--- config.mk ---
export PLATFORM = sky130hd
export DESIGN_NAME = pc_sequencer_flat
export DESIGN_NICKNAME = d
export VERILOG_FILES = /design/src/rtl/pc_sequencer_if.sv /design/src/rtl/pc_sequencer.sv /design/src/flat_wrapper.sv
export SDC_FILE = /design/constraint.sdc
export NUM_CORES = 1
export LEC_CHECK = 0
export ABC_AREA = 1
export CAP_MARGIN = 20
export CORE_ASPECT_RATIO = 1.4
export CORE_UTILIZATION = 36
export DETAILED_ROUTE_END_ITERATION = 6
export PLACE_DENSITY = 0.69
export SLEW_MARGIN = 5
export SYNTH_ARGS = -nofsm -noshare
export SYNTH_HDL_FRONTEND = slang
export SYNTH_SLANG_ARGS = --single-unit
--- constraint.sdc ---
create_clock -name CLK -period 3.73 [get_ports CLK]
set_input_delay 0.746 -clock CLK [delete_from_list [all_inputs] [get_ports CLK]]
set_output_delay 0.746 -clock CLK [all_outputs]
set_load 0.05 [all_outputs]
--- src/rtl/pc_sequencer_if.sv ---
// Fetch-side bus bundle: instruction-memory handshake, decode hand-off,
// redirect/trap controls and the visible program counter.
interface pc_sequencer_if;
    logic        imem_req;
    logic [31:0] imem_addr;
    logic        imem_ready;
    logic [31:0] imem_rdata;
    logic        inst_valid;
    logic [31:0] inst;
    logic [31:0] inst_pc;
    logic        inst_accept;
    logic        redirect_valid;
    logic [31:0] redirect_target;
    logic        trap;
    logic        misaligned;
    logic [31:0] PC;

    modport master (
        output imem_req, imem_addr, inst_valid, inst, inst_pc, misaligned, PC,
        input  imem_ready, imem_rdata, inst_accept, redirect_valid, redirect_target, trap
    );

    modport slave (
        input  imem_req, imem_addr, inst_valid, inst, inst_pc, misaligned, PC,
        output imem_ready, imem_rdata, inst_accept, redirect_valid, redirect_target, trap
    );
endinterface

--- src/rtl/pc_sequencer.sv ---
// Program-counter owner: IDLE/FETCH/VALID sequencer that fetches one word at a
// time, holds on wait/back-pressure and redirects on trap or branch.
module pc_sequencer #(
    parameter logic [31:0] RESET_VECTOR = 32'h0000_0000,
    parameter logic [31:0] TRAP_VECTOR  = 32'h0000_0100
) (
    input  logic           CLK,
    input  logic           RST,
    pc_sequencer_if.master bus
);
    typedef enum logic [1:0] {IDLE, FETCH, VALID} state_t;

    state_t      state;
    state_t      state_nxt;
    logic [31:0] pc;
    logic [31:0] pc_nxt;
    logic [31:0] inst_q;
    logic [31:0] inst_pc_q;
    logic        misaligned_q;
    logic        misaligned_nxt;
    logic        load_inst;
    logic        redirect_bad;

    function automatic logic [31:0] pc_inc(input logic [31:0] cur);
        return cur + 32'd4;
    endfunction

    // State register plus the control registers that move with it.
    always_ff @(posedge CLK or posedge RST) begin
        if (RST) begin
            state        <= IDLE;
            pc           <= RESET_VECTOR;
            misaligned_q <= 1'b0;
        end else begin
            state        <= state_nxt;
            pc           <= pc_nxt;
            misaligned_q <= misaligned_nxt;
        end
    end

    always_ff @(posedge CLK or posedge RST) begin
        if (RST) begin
            inst_q    <= 32'h0;
            inst_pc_q <= 32'h0;
        end else if (load_inst) begin
            inst_q    <= bus.imem_rdata;
            inst_pc_q <= pc;
        end
    end

    // Trap beats redirect beats sequencing; a flushing cycle also drops
    // whatever the memory returns in that same cycle.
    always_comb begin
        state_nxt      = state;
        pc_nxt         = pc;
        misaligned_nxt = 1'b0;
        load_inst      = 1'b0;
        redirect_bad   = bus.redirect_valid && (bus.redirect_target[1:0] != 2'b00);
        if (bus.trap) begin
            state_nxt = FETCH;
            pc_nxt    = TRAP_VECTOR;
        end else if (bus.redirect_valid) begin
            state_nxt      = FETCH;
            pc_nxt         = redirect_bad ? TRAP_VECTOR : bus.redirect_target;
            misaligned_nxt = redirect_bad;
        end else begin
            case (state)
                IDLE: state_nxt = FETCH;
                FETCH: begin
                    if (bus.imem_ready) begin
                        state_nxt = VALID;
                        pc_nxt    = pc_inc(pc);
                        load_inst = 1'b1;
                    end
                end
                VALID: begin
                    if (bus.inst_accept) state_nxt = FETCH;
                end
                default: state_nxt = IDLE;
            endcase
        end
    end

    always_comb begin
        bus.imem_req   = (state == FETCH);
        bus.imem_addr  = (state == FETCH) ? pc : 32'h0;
        bus.inst_valid = (state == VALID);
        bus.inst       = inst_q;
        bus.inst_pc    = inst_pc_q;
        bus.misaligned = misaligned_q;
        bus.PC         = pc;
    end
endmodule

--- src/flat_wrapper.sv ---
// flat-port wrapper written by rule: the top's interface ports become plain ports
module pc_sequencer_flat 
#(
    parameter logic [31:0] RESET_VECTOR = 32'h0000_0000,
    parameter logic [31:0] TRAP_VECTOR  = 32'h0000_0100
)
  (CLK, RST, bus_imem_req, bus_imem_addr, bus_inst_valid, bus_inst, bus_inst_pc, bus_misaligned, bus_PC, bus_imem_ready, bus_imem_rdata, bus_inst_accept, bus_redirect_valid, bus_redirect_target, bus_trap);
  pc_sequencer_if bus_i ();
  input  logic CLK;
  input  logic RST;
  output wire logic [$bits(bus_i.imem_req)-1:0] bus_imem_req;
  output wire logic [$bits(bus_i.imem_addr)-1:0] bus_imem_addr;
  output wire logic [$bits(bus_i.inst_valid)-1:0] bus_inst_valid;
  output wire logic [$bits(bus_i.inst)-1:0] bus_inst;
  output wire logic [$bits(bus_i.inst_pc)-1:0] bus_inst_pc;
  output wire logic [$bits(bus_i.misaligned)-1:0] bus_misaligned;
  output wire logic [$bits(bus_i.PC)-1:0] bus_PC;
  input wire logic [$bits(bus_i.imem_ready)-1:0] bus_imem_ready;
  input wire logic [$bits(bus_i.imem_rdata)-1:0] bus_imem_rdata;
  input wire logic [$bits(bus_i.inst_accept)-1:0] bus_inst_accept;
  input wire logic [$bits(bus_i.redirect_valid)-1:0] bus_redirect_valid;
  input wire logic [$bits(bus_i.redirect_target)-1:0] bus_redirect_target;
  input wire logic [$bits(bus_i.trap)-1:0] bus_trap;
  assign bus_imem_req = bus_i.imem_req;
  assign bus_imem_addr = bus_i.imem_addr;
  assign bus_inst_valid = bus_i.inst_valid;
  assign bus_inst = bus_i.inst;
  assign bus_inst_pc = bus_i.inst_pc;
  assign bus_misaligned = bus_i.misaligned;
  assign bus_PC = bus_i.PC;
  assign bus_i.imem_ready = bus_imem_ready;
  assign bus_i.imem_rdata = bus_imem_rdata;
  assign bus_i.inst_accept = bus_inst_accept;
  assign bus_i.redirect_valid = bus_redirect_valid;
  assign bus_i.redirect_target = bus_redirect_target;
  assign bus_i.trap = bus_trap;
  pc_sequencer #(.RESET_VECTOR(RESET_VECTOR), .TRAP_VECTOR(TRAP_VECTOR)) u_core (.CLK(CLK), .RST(RST), .bus(bus_i));
endmodule
==> results.md, run 1 <==
- The flow ran to the end, and the final reports show no timing, DRC or antenna violations.
- The critical path is of the reg2out type.
- The switching share of power is 0.401.
- The pin count of the biggest net entering global routing is 97.
- The post-CTS setup repair buffer count is 0.
- Summing internal, switching and leakage power gives 3.60 mW.
- Of the total power, the clock network draws 0.252.
- The sequential area share after synthesis is 0.498.
- The total cell area at the placement stage is 7140 µm².
- The worst setup path is captured at an output port.
- Setup violations remaining at the end of the flow were counted as 0.
- The period utilization is 0.787.
- The wire length per cell after detailed routing is 15.7 µm.
- The area added between synthesis and finish is 49.7%.
- The starting DRC count in detailed routing is 227.
- The floorplan step set the die height to 141 µm.
- The width of the die is 101 µm.
- The count of different cell masters after synthesis is 31.
- The finished cells cover 7440 µm².
- The worst setup path is launched from a register.
- The H-tree was split into 3 levels.
- The die covers 14,300 µm².
- Synthesis produced a netlist whose cell count is 622.
- The total DRC errors in the routed layout is 0.
- During synthesis, Yosys emitted a total of 0 warnings.
- The transition time of the tightest slew-check pin is 0.972 ns.
- The number of cells on the worst reg-to-reg path is 8.
- The standard cell core area is 13,500 µm².
- The maximum count of clock buffers along a single path is 2.
- The final layout contains routed wiring with a total length of 15,700 µm.
- The highest clock frequency the design can meet is 341 MHz.
- The mean cell area of the mapped netlist is 7.99 µm².
- TritonCTS built the clock tree.
- Walking the worst path, the cells encountered are inv_1 > nand2_4 > nor2_1 > clkdlybuf4s50_1.
- The tool flagged a number of max-cap violations equal to 0.
- The number of failing hold endpoints at the final stage is 0.
- The number of cells after detailed placement is 986.
- The logic gate share of total power is 0.380.
- The clock-pin slew of the registers on the worst-case setup and hold paths is 0.07 ns.
- The post-synth net total is 693.
- The worst hold slack across all endpoints is 0.485 ns.
- The post-synthesis instance area is 4970 µm².
- The hold-critical path depth is 2.
- Setup repair after global routing left no endpoint under its margin.
- Dividing the detail-routed via count by the number of cells gives 4.87.
- The final standard cell count with taps included and fillers excluded is 1,002.
- 0 antenna diodes ended up in the layout.
- The placer's final routability congestion estimate is 0.860.
- The clock arrives with 0.0105 ns of skew.
- The longest individual stage delay on the worst path is 0.85 ns.
- For this design the total switching power over the nets is 1.44 mW.
- Cell internal power was estimated by the tool at 2.16 mW.
- The root buffer cell is clkbuf_16.
- Measured against its own limit, the worst slew margin works out to 0.352.
- The initialized floorplan defines 50 standard-cell rows.
- Detailed routing inserted a total of 4,879 vias.
- The latest clock arrival within the worst-skew pair is 0.35 ns.
- The capture instance of the worst register-to-register path is u_core.bus.PC[13]$_DFFE_PP0P_.
- TritonCTS created 9 clock buffers.
- At the worst endpoint, the required time is 2.98 ns.
- Across every metal layer, demand over resource in global routing totals 0.225.
- The slack of the worst reg-to-reg path is 1.50 ns.
- Counting flops and latches in the post-synthesis netlist gives 99.
- The fraction of final layout cells sized beyond drive strength 1 is 0.0866.
- For this design, the CTS-stage hold fixing added 0 buffers.
- The path class of the tightest hold or removal check is reg2reg.
- The count of buffers added on input and output ports is 200.
- After global routing the overflow that remains totals 0.
- The top cell types in the final layout, fill and taps aside, are clkdlybuf4s50_1 (200), nand2_1 (167), nor2_1 (118).
- The via count of the first global-routing pass is 4,864.
- The path with the worst hold slack has its endpoint at u_core.bus.inst_pc[5]$_DFFE_PP0P_.
- The global-route wire length before repair is 24,800 µm.
- The data arrival time of the worst path is 2.19 ns.
- Of the total power, registers draw 0.368.
- The worst hold path begins at u_core.bus.inst_pc[5]$_DFFE_PP0P_.
- The number of gates resized after cts is 0.
- The startpoint identified for the worst register-to-register timing path is u_core.state[1]$_DFFE_PP0P_.
- The power density relative to cell area is 483 nW/µm².
- The number of iterations in the first detailed-routing pass is 5.
- Of all nets on the critical path, the largest fanout is 36.
- The smallest clock period supported by the final layout is computed as 2.94 ns.
- The worst-path cell with the longest stage delay is clkdlybuf4s50_1.
- The HPWL after detailed placement is 11,800 µm.
- The number of antenna violations at the first check in global routing is 0.
- The effective utilization at floorplan is 0.370.
- The number of max-slew violations in the final report is 0.
- The I/O pin total is 201.
- IR analysis of the VDD net gives a maximum drop of 0.000234 V.
- The most common library cell in the layout ignoring fill and taps is clkdlybuf4s50_1.
- The remaining antenna violation count is 0.
- CTS saw 99 sinks.
- The total number of nets in the final design is 887.
- Adding up every negative setup slack in the final design gives 0 ns.
- The leakage power summed over all cells is 3.12 nW.
==> logic make-up (layout without fill, tap and decap cells) <==
family | count (synthesis) | count (layout) | share of synthesized area
DFF | 99 | 99 | 0.498
buffers and inverters | 74 | 272 | 0.0606
AOI/OAI and AO/OA | 70 | 70 | 0.0768
and+or+nand+nor | 345 | 345 | 0.287
muxes | 33 | 33 | 0.0745
adders and majority gates | 1 | 1 | 0.00252
==> final cells by class <==
cell class / instances / area [µm²]
Clock buffer: 9 / 225
Clock inverter: 6 / 55.1
Fill cell: 1270 / 6010
Inverter: 51 / 194
Multi-Input combinational cell: 449 / 2200
Sequential cell: 99 / 2480
Tap cell: 182 / 228
Timing Repair Buffer: 206 / 2070
==> sequential cells by signal, summed over array words and instances (netlist names) <==
name                   cells
u_core.bus.inst_pc        32
u_core.bus.PC             32
u_core.bus.inst           32
u_core.bus.misaligned      1
u_core.state               2
==> routing by layer <==
layer | global-route usage | vias to the layer above | wire, µm
li1 | - | 2366 | -
met1 | 0.261 | 2332 | 6210
met2 | 0.404 | 155 | 8330
met3 | 0.0297 | 26 | 671
met4 | 0.105 | 0 | 499
met5 | 0 | - | 0
==> how the worst max path moves through the flow <==
| stage | start | to | depth (start not counted) |
|---|---|---|---|
| after floorplan | RST | u_core.bus.PC[0]$_DFFE_PP0P_ | 1 |
| after global placement | bus_redirect_valid | u_core.bus.inst[28]$_DFFE_PP0P_ | 5 |
| after detailed placement | bus_redirect_valid | u_core.bus.inst[22]$_DFFE_PP0P_ | 5 |
| after CTS | u_core.state[1]$_DFFE_PP0P_ | bus_imem_addr[15] | 4 |
| after global routing | u_core.state[1]$_DFFE_PP0P_ | bus_imem_addr[15] | 4 |
| final | u_core.state[1]$_DFFE_PP0P_ | bus_imem_addr[15] | 4 |
==> critical path, delay by kind of cell (launching register included) <==
kind | cells | cell delay (ns)
buffers and inverters | 2 | 0.97
AND/OR/NAND/NOR | 2 | 0.52
flip-flops | 1 | 0.36
==> power groups by stage <==
stage          registers (mW)  clock network [mW]  logic (mW)
2_1_floorplan            1.85                   0       0.336
3_3_place_gp             1.33                   0        1.36
3_5_place_dp             1.34                   0        1.37
4_1_cts                  1.32               0.923        1.38
5_1_grt                  1.34               0.958        1.43
6_report                 1.32               0.907        1.37
==> Yosys cell counts (all sizes together) <==
master | n | share of area
nand3b | 1 | 0.0015
inv | 51 | 0.039
nand4 | 2 | 0.0025
mux2i | 1 | 0.0020
dfrtp | 99 | 0.50
o21a | 1 | 0.0015
nand3 | 41 | 0.042
ha | 1 | 0.0025
nand2 | 171 | 0.13
nor2 | 127 | 0.11
buf | 15 | 0.016
o22ai | 5 | 0.0063
o211ai | 3 | 0.0045
a21oi | 2 | 0.0020
clkbuf | 8 | 0.0060
mux2 | 32 | 0.072
o221ai | 1 | 0.0018
and2 | 2 | 0.0025
o21ai | 58 | 0.061
nor3 | 1 | 0.0010
==> through the flow <==
step | worst slack (ns) | util
global route | 0.695 | 0.553
detailed placement | 0.970 | 0.531
global placement | 1.01 | 0.531
CTS | 0.765 | 0.551
floorplan | 0.394 | -
finish | 0.793 | 0.553
(Power assumes the default switching activity.)
==> inputs of run 2 (changes only) <==
--- a/config.mk
+++ b/config.mk
@@ -10,7 +10,7 @@
 export CORE_ASPECT_RATIO = 1.4
 export CORE_UTILIZATION = 36
 export DETAILED_ROUTE_END_ITERATION = 6
-export PLACE_DENSITY = 0.69
+export PLACE_DENSITY = 0.71
 export SLEW_MARGIN = 5
 export SYNTH_ARGS = -nofsm -noshare
 export SYNTH_HDL_FRONTEND = slang
==> constraint.sdc (replaced) <==
create_clock -name CLK -period 2.6 [get_ports CLK]
set_input_delay 0.52 -clock CLK [delete_from_list [all_inputs] [get_ports CLK]]
set_output_delay 0.52 -clock CLK [all_outputs]
set_load 0.05 [all_outputs]
==> run 2 against run 1 <==
Effect of this change: via count fell by 2.2%; cell count rose by 0.70%; clock skew fell by 0.0045 ns; clock power rose by 53%; sequential cell count did not move; critical path depth did not move; global-route usage fell by 0.50 points; first-iteration DRC count rose by 3.5%; cell area rose by 0.62%; die area did not move; utilization rose by 0.34 points; wire length fell by 2.2%; critical endpoint is now bus_imem_addr[6].
==> results.md, run 2 (synthesis gave the netlist of run 1 again) <==
- The wire length per cell after detailed routing is 15.2 µm (-2.9%).
- The total number of nets in the final design was 894 (+0.79%).
- The pin count of the biggest net entering global routing is 53 (-45%).
- The latest clock arrival within the worst-skew pair is 0.34 ns (about the same).
- The wire length after detailed routing came to 15,400 µm (-2.2%).
- The number of CTS-inserted buffers came to 9 (unchanged).
- The I/O pin total is 201 (unchanged).
- The width of the die is 101 µm (unchanged).
- The maximum clock skew at final layout is 0.00599 ns (-0.00452 ns).
- Setup repair after global routing left no endpoint under its margin.
- The max-capacitance violation count is 0 (unchanged).
- The combined area of the multi-input logic cells is 2200 µm² (unchanged).
- The critical path goes through inv_1 > nand2_4 > nor2_1 > clkdlybuf4s50_1.
- The height of the die is 141 µm (unchanged).
- The endpoint required time on the critical path is 2.08 ns (-0.90 ns).
- The worst-path cell with the longest stage delay is clkdlybuf4s50_1.
- The peak supply drop came to 0.000349 V (+49%).
- The transition time of the tightest slew-check pin is 0.594 ns (-0.378 ns).
- The number of antenna repair diodes was 0 (unchanged).
- The power density relative to cell area is 700 nW/µm² (+45%).
- For this run, the top clock speed supported by timing is 421 MHz.
- The number of gates resized after cts is 0 (unchanged).
- The TritonCTS clock tree is built.
- The data arrival time of the worst path is 1.85 ns (-0.34 ns).
- The longest individual stage delay on the worst path is 0.81 ns (-0.04 ns).
- The fraction of final layout cells sized beyond drive strength 1 came to 0.128 (+0.0416).
- The leakage power summed over all cells came to 3.23 nW (+3.4%).
- The class of the tightest hold or removal check is reg2reg.
- The number of failing hold endpoints at the final stage came to 0 (unchanged).
- The placement row count was 50 (unchanged).
- The relative slew slack is 0.603 (+0.251).
- In the layout the commonest cells are clkdlybuf4s50_1 (171), nand2_1 (167), nor2_1 (118).
- The via total after detailed routing is 4,772 (-2.2%).
- The global-route wire length before repair is 23,900 µm (-3.5%).
- The setup TNS is 0 ns (unchanged).
- The final critical-path required period is 2.37 ns.
- The register area is 2480 µm² (unchanged).
- The final count of negative-setup-slack endpoints came to 0 (unchanged).
- The flow ran to the end, and the final reports show no timing, DRC or antenna violations.
- The standard cell core area came to 13,500 µm² (unchanged).
- The period utilization is 0.913.
- The remaining antenna violation count was 0 (unchanged).
- The number of hold-repair buffers added at the cts stage is 0 (unchanged).
- The number of antenna violations at the first check in global routing is 0 (unchanged).
- The total congestion overflow is 0 (unchanged).
- The total DRC errors in the routed layout is 0 (unchanged).
- The kind of cell adding the most delay to the critical path is buffers and inverters.
- The number of iterations in the first detailed-routing pass is 5 (unchanged).
- The number of buffers and inverters on the critical path was 2 (unchanged).
- STA classifies the critical path endpoint as an output port.
- The effective utilization at floorplan is 0.370 (unchanged).
- The HPWL reported at the end of detailed placement is 11,900 µm (+0.17%).
- The number of clock sinks is 99 (unchanged).
- The via count of the first global-routing pass is 4,553 (-6.4%).
- The critical path startpoint category is a register.
- The number of max-slew violations in the final report is 0 (unchanged).
- The count of H-tree levels built during CTS is 3 (unchanged).
- The placer's final routability congestion estimate is 0.829 (-3.6%).
- The worst setup path is of the reg2out kind.
- The maximum count of clock buffers along a single path was 2 (unchanged).
- The area growth from synthesis to layout is 50.7%.
- The worst hold slack across all endpoints is 0.484 ns (-0.000427 ns).
- The biggest fanout along the worst timing path is 11 (-69%).
- The filler cell count came to 1,280 (+0.79%).
- The die outline area is 14,300 µm² (unchanged).
- The starting DRC count in detailed routing is 235 (+3.5%).
- The most common library cell in the layout ignoring fill and taps is clkdlybuf4s50_1.
- The root buffer cell chosen for the clock tree is clkbuf_16.
- The via count normalized by instance count is 4.73 (-2.9%).
- The post-CTS setup repair buffer count is 0 (unchanged).
- The clock-pin slew of the registers on the worst-case setup and hold paths is 0.07 ns (about the same).
- The quantity of I/O buffers inserted on ports is 200 (unchanged).
- The all-layer global routing usage was 0.220 (-0.00503).
## run 2: power breakdown
group / switching [mW] / internal [mW] / total [mW] / leakage (nW)
registers: 0.144 / 1.75 / 1.90 / 1.27
clock network: 0.589 / 0.798 / 1.39 / 0.145
logic: 1.28 / 0.678 / 1.96 / 1.81
## run 2: area by class of cell
type                            count  share of cell area
Clock buffer                       12              0.0342
Clock inverter                      3             0.00618
Inverter                           51              0.0261
Multi-Input combinational cell    449               0.293
Sequential cell                    99               0.331
Tap cell                          182              0.0304
Timing Repair Buffer              213               0.279
## run 2: per-layer routing
layer | up-vias | global-route usage | share of wire
met3 | 22 | 0.0501 | 0.059
li1 | 2369 | - | -
met4 | 0 | 0.0900 | 0.030
met2 | 164 | 0.382 | 0.51
met5 | - | 0 | 0
met1 | 2217 | 0.258 | 0.40
## run 2: worst paths after layout
check	start	to	slack [ns]	cells after the start
hold reg to reg	u_core.bus.inst_pc[7]$_DFFE_PP0P_	u_core.bus.inst_pc[7]$_DFFE_PP0P_	0.48	2
min in group asynchronous	RST	u_core.bus.inst_pc[14]$_DFFE_PP0P_	0.60	2
setup / recovery	u_core.state[1]$_DFFE_PP0P_	bus_imem_addr[6]	0.23	4
setup reg to reg	u_core.state[0]$_DFFE_PP0P_	u_core.bus.inst[5]$_DFFE_PP0P_	0.68	6
max in group asynchronous	RST	u_core.bus.inst[30]$_DFFE_PP0P_	1.40	3
hold / removal	u_core.bus.inst_pc[7]$_DFFE_PP0P_	u_core.bus.inst_pc[7]$_DFFE_PP0P_	0.48	2
## run 2: worst reg2reg max path, cell delays in order, from the launching register on
cell and delay, ns:
dfrtp_1 0.44, nand2_4 0.17, buf_4 0.34, nor2_4 0.07
nand2_4 0.21, buf_4 0.24, mux2_2 0.35
## run 2: per-stage QoR
step | worst slack [ns] | instance area [µm²] | total power [mW] | std cells | util
floorplan | 0.530 | 4980 | 3.14 | 622 | -
CTS | 0.198 | 7490 | 5.29 | 1009 | 0.557
detailed placement | 0.372 | 7190 | 3.90 | 994 | 0.534
global placement | 0.424 | 7190 | 3.88 | 994 | 0.534
global route | 0.146 | 7490 | 5.45 | 1009 | 0.557
finish | 0.225 | 7490 | 5.24 | 1009 | 0.557
==> inputs of run 3 (changes only) <==
--- a/config.mk
+++ b/config.mk
@@ -10,8 +10,10 @@
 export CORE_ASPECT_RATIO = 1.4
 export CORE_UTILIZATION = 36
 export DETAILED_ROUTE_END_ITERATION = 6
+export MAX_ROUTING_LAYER = met4
 export PLACE_DENSITY = 0.71
-export SLEW_MARGIN = 5
+export SLEW_MARGIN = 20
 export SYNTH_ARGS = -nofsm -noshare
 export SYNTH_HDL_FRONTEND = slang
 export SYNTH_SLANG_ARGS = --single-unit
+export TNS_END_PERCENT = 100
==> run 3 against run 2 <==
Effect of this change: critical path depth did not move; cell count did not move; cell area did not move; sequential power barely moved; global-route usage rose by 0.71 points; sequential cell count did not move; hold slack barely moved; sequential share of layout area did not move; die area did not move; critical endpoint unchanged; largest power group unchanged; highest routed layer unchanged.
==> results.md, run 3 (synthesis gave the netlist of run 1 again) <==
- The period utilization came to 0.914 (about the same).
- The area added between synthesis and finish is 50.7% (unchanged).
- The relative slew slack was 0.603 (about the same).
- The number of iterations in the first detailed-routing pass is 5 (unchanged).
- The total DRC errors in the routed layout is 0 (unchanged).
- The final count of negative-setup-slack endpoints is 0 (unchanged).
- The maximum clock skew at final layout is 0.00688 ns (+0.000888 ns).
- Setup repair after global routing left no endpoint under its margin.
- The placer's final routability congestion estimate is 0.842 (+1.5%).
- The setup TNS is 0 ns (unchanged).
- The net switching power of the design is 2.02 mW (+0.30%).
- The pin count of the biggest net entering global routing is 53 (unchanged).
- The height of the die is 141 µm (unchanged).
- The fraction of final layout cells sized beyond drive strength 1 was 0.128 (unchanged).
- The die outline area is 14,300 µm² (unchanged).
- The quantity of I/O buffers inserted on ports is 200 (unchanged).
- The overall power after layout is 5.25 mW (+0.11%).
- The number of CTS-inserted buffers is 9 (unchanged).
- The standard cell core area came to 13,500 µm² (unchanged).
- TritonCTS built the clock tree.
- The power density relative to cell area is 701 nW/µm² (+0.11%).
- The endpoint required time on the critical path is 2.08 ns (about the same).
- Among cell families on the critical path, the largest total delay comes from buffers and inverters.
- The max-capacitance violation count was 0 (unchanged).
- The sequential cell fraction of total power is 0.361 (about the same).
- The final critical-path required period came to 2.38 ns (+0.00123 ns).
- The I/O pin total came to 201 (unchanged).
- The data arrival time of the worst path is 1.86 ns (about the same).
- The number of max-slew violations in the final report is 0 (unchanged).
- The combined area of the multi-input logic cells came to 2200 µm² (unchanged).
- The logic depth of the worst register-to-register path is 6 (unchanged).
- The via count normalized by instance count is 4.75 (+0.40%).
- The clock-pin slew of the registers on the worst-case setup and hold paths was 0.07 ns (about the same).
- The HPWL reported at the end of detailed placement was 11,900 µm (unchanged).
- The instance count on the critical path is 4 (unchanged).
- The number of antenna repair diodes was 0 (unchanged).
- The filler cell count was 1,280 (unchanged).
- The latest clock arrival within the worst-skew pair came to 0.35 ns (about the same).
- Leaving out fill and tap cells, the most frequent cell in the layout is clkdlybuf4s50_1.
- The worst setup path is launched from a register.
- The maximum count of clock buffers along a single path is 2 (unchanged).
- The count of H-tree levels built during CTS is 3 (unchanged).
- The starting DRC count in detailed routing is 219 (-6.8%).
- The run finished with clean final reports.
- The register area is 2480 µm² (unchanged).
- The total congestion overflow is 0 (unchanged).
- The width of the die is 101 µm (unchanged).
- The number of gates resized after cts is 0 (unchanged).
- The critical path goes through inv_1 > nand2_4 > nor2_1 > clkdlybuf4s50_1.
- The number of clock sinks is 99 (unchanged).
- The critical path class is reg2out.
- The via count of the first global-routing pass is 4,542 (-0.24%).
- The wire length after detailed routing is 15,400 µm (+0.13%).
- The wire length per cell after detailed routing is 15.3 µm (+0.13%).
- The via total after detailed routing came to 4,791 (+0.40%).
- The peak supply drop came to 0.000348 V (-0.29%).
- The largest individual stage delay along the critical path comes from the cell clkdlybuf4s50_1.
- In the layout the commonest cells are clkdlybuf4s50_1 (171), nand2_1 (167), nor2_1 (118).
- The biggest fanout along the worst timing path is 11 (unchanged).
- The switching share of power came to 0.385 (+0.000711).
- The number of hold-repair buffers added at the cts stage is 0 (unchanged).
- The internal cell power is 3.23 mW (about the same).
- The placement row count is 50 (unchanged).
- The highest clock frequency the design can meet is 421 MHz (about the same).
- The hold-critical path depth is 2 (unchanged).
- The transition time of the tightest slew-check pin is 0.595 ns (+0.000432 ns).
- The tree is rooted in a clkbuf_16.
- The global-route wire length before repair is 24,000 µm (+0.20%).
- The effective utilization at floorplan is 0.370 (unchanged).
- The number of antenna violations at the first check in global routing is 0 (unchanged).
- The class of the tightest hold or removal check is reg2reg.
- The longest individual stage delay on the worst path is 0.81 ns (about the same).
- The post-CTS setup repair buffer count is 0 (unchanged).
- The leakage power summed over all cells is 3.23 nW (unchanged).
- The all-layer global routing usage was 0.227 (+0.00713).
- The remaining antenna violation count is 0 (unchanged).
- The number of buffers and inverters on the critical path came to 2 (unchanged).
- The part of the power in the clock network is 0.265 (about the same).
- The total number of nets in the final design is 894 (unchanged).
- The logic gate share of total power is 0.373 (about the same).
- The endpoint type of the worst setup path is an output port.
- The number of failing hold endpoints at the final stage is 0 (unchanged).
run 3: power groups by stage:
stage	logic [mW]	clock network [mW]	registers (mW)
floorplan	0.482	0	2.66
global placement	1.96	0	1.92
detailed placement	1.97	0	1.92
CTS	1.98	1.41	1.90
global route	2.05	1.47	1.93
finish	1.96	1.39	1.90
run 3: cell type report:
type | instances | area share
clock buffers | 12 | 0.0342
clock inverters | 3 | 0.00618
inverters | 51 | 0.0261
multi-input cells | 449 | 0.293
flip-flops and latches | 99 | 0.331
well taps | 182 | 0.0304
repair buffers | 213 | 0.279
run 3: worst register-to-register path: cells and delay by family (launching register included):
| kind | cells | cell delay, ns |
|---|---|---|
| DFF | 1 | 0.44 |
| and+or+nand+nor | 3 | 0.44 |
| buffers and inverters | 2 | 0.57 |
| muxes | 1 | 0.35 |
run 3: path summary, 6_finish.rpt:
check | startpoint | endpoint | slack, ns
hold reg to reg | u_core.bus.inst_pc[7]$_DFFE_PP0P_ | u_core.bus.inst_pc[7]$_DFFE_PP0P_ | 0.48
max in group asynchronous | RST | u_core.bus.inst[30]$_DFFE_PP0P_ | 1.40
setup reg to reg | u_core.state[0]$_DFFE_PP0P_ | u_core.bus.inst[5]$_DFFE_PP0P_ | 0.68
hold / removal | u_core.bus.inst_pc[7]$_DFFE_PP0P_ | u_core.bus.inst_pc[7]$_DFFE_PP0P_ | 0.48
setup / recovery | u_core.state[1]$_DFFE_PP0P_ | bus_imem_addr[6] | 0.22
min in group asynchronous | RST | u_core.bus.inst_pc[14]$_DFFE_PP0P_ | 0.60
run 3: per-stage QoR:
stage                     cells  worst slack (ns)   util  hold WS [ns]  instance area [µm²]
after floorplan             622             0.530      -         0.583                 4980
after global placement      994             0.424  0.534         0.465                 7190
after detailed placement    994             0.372  0.534         0.472                 7190
after CTS                  1009             0.198  0.557         0.489                 7490
after global routing       1009             0.145  0.557         0.507                 7490
final                      1009             0.224  0.557         0.484                 7490
run 3: metal layers:
metal	vias to the layer above	wire (µm)	global-route usage
met5	-	0	-
met4	0	516	0.0946
met3	27	943	0.0476
met2	172	7790	0.381
met1	2217	6150	0.261
li1	2375	-	-
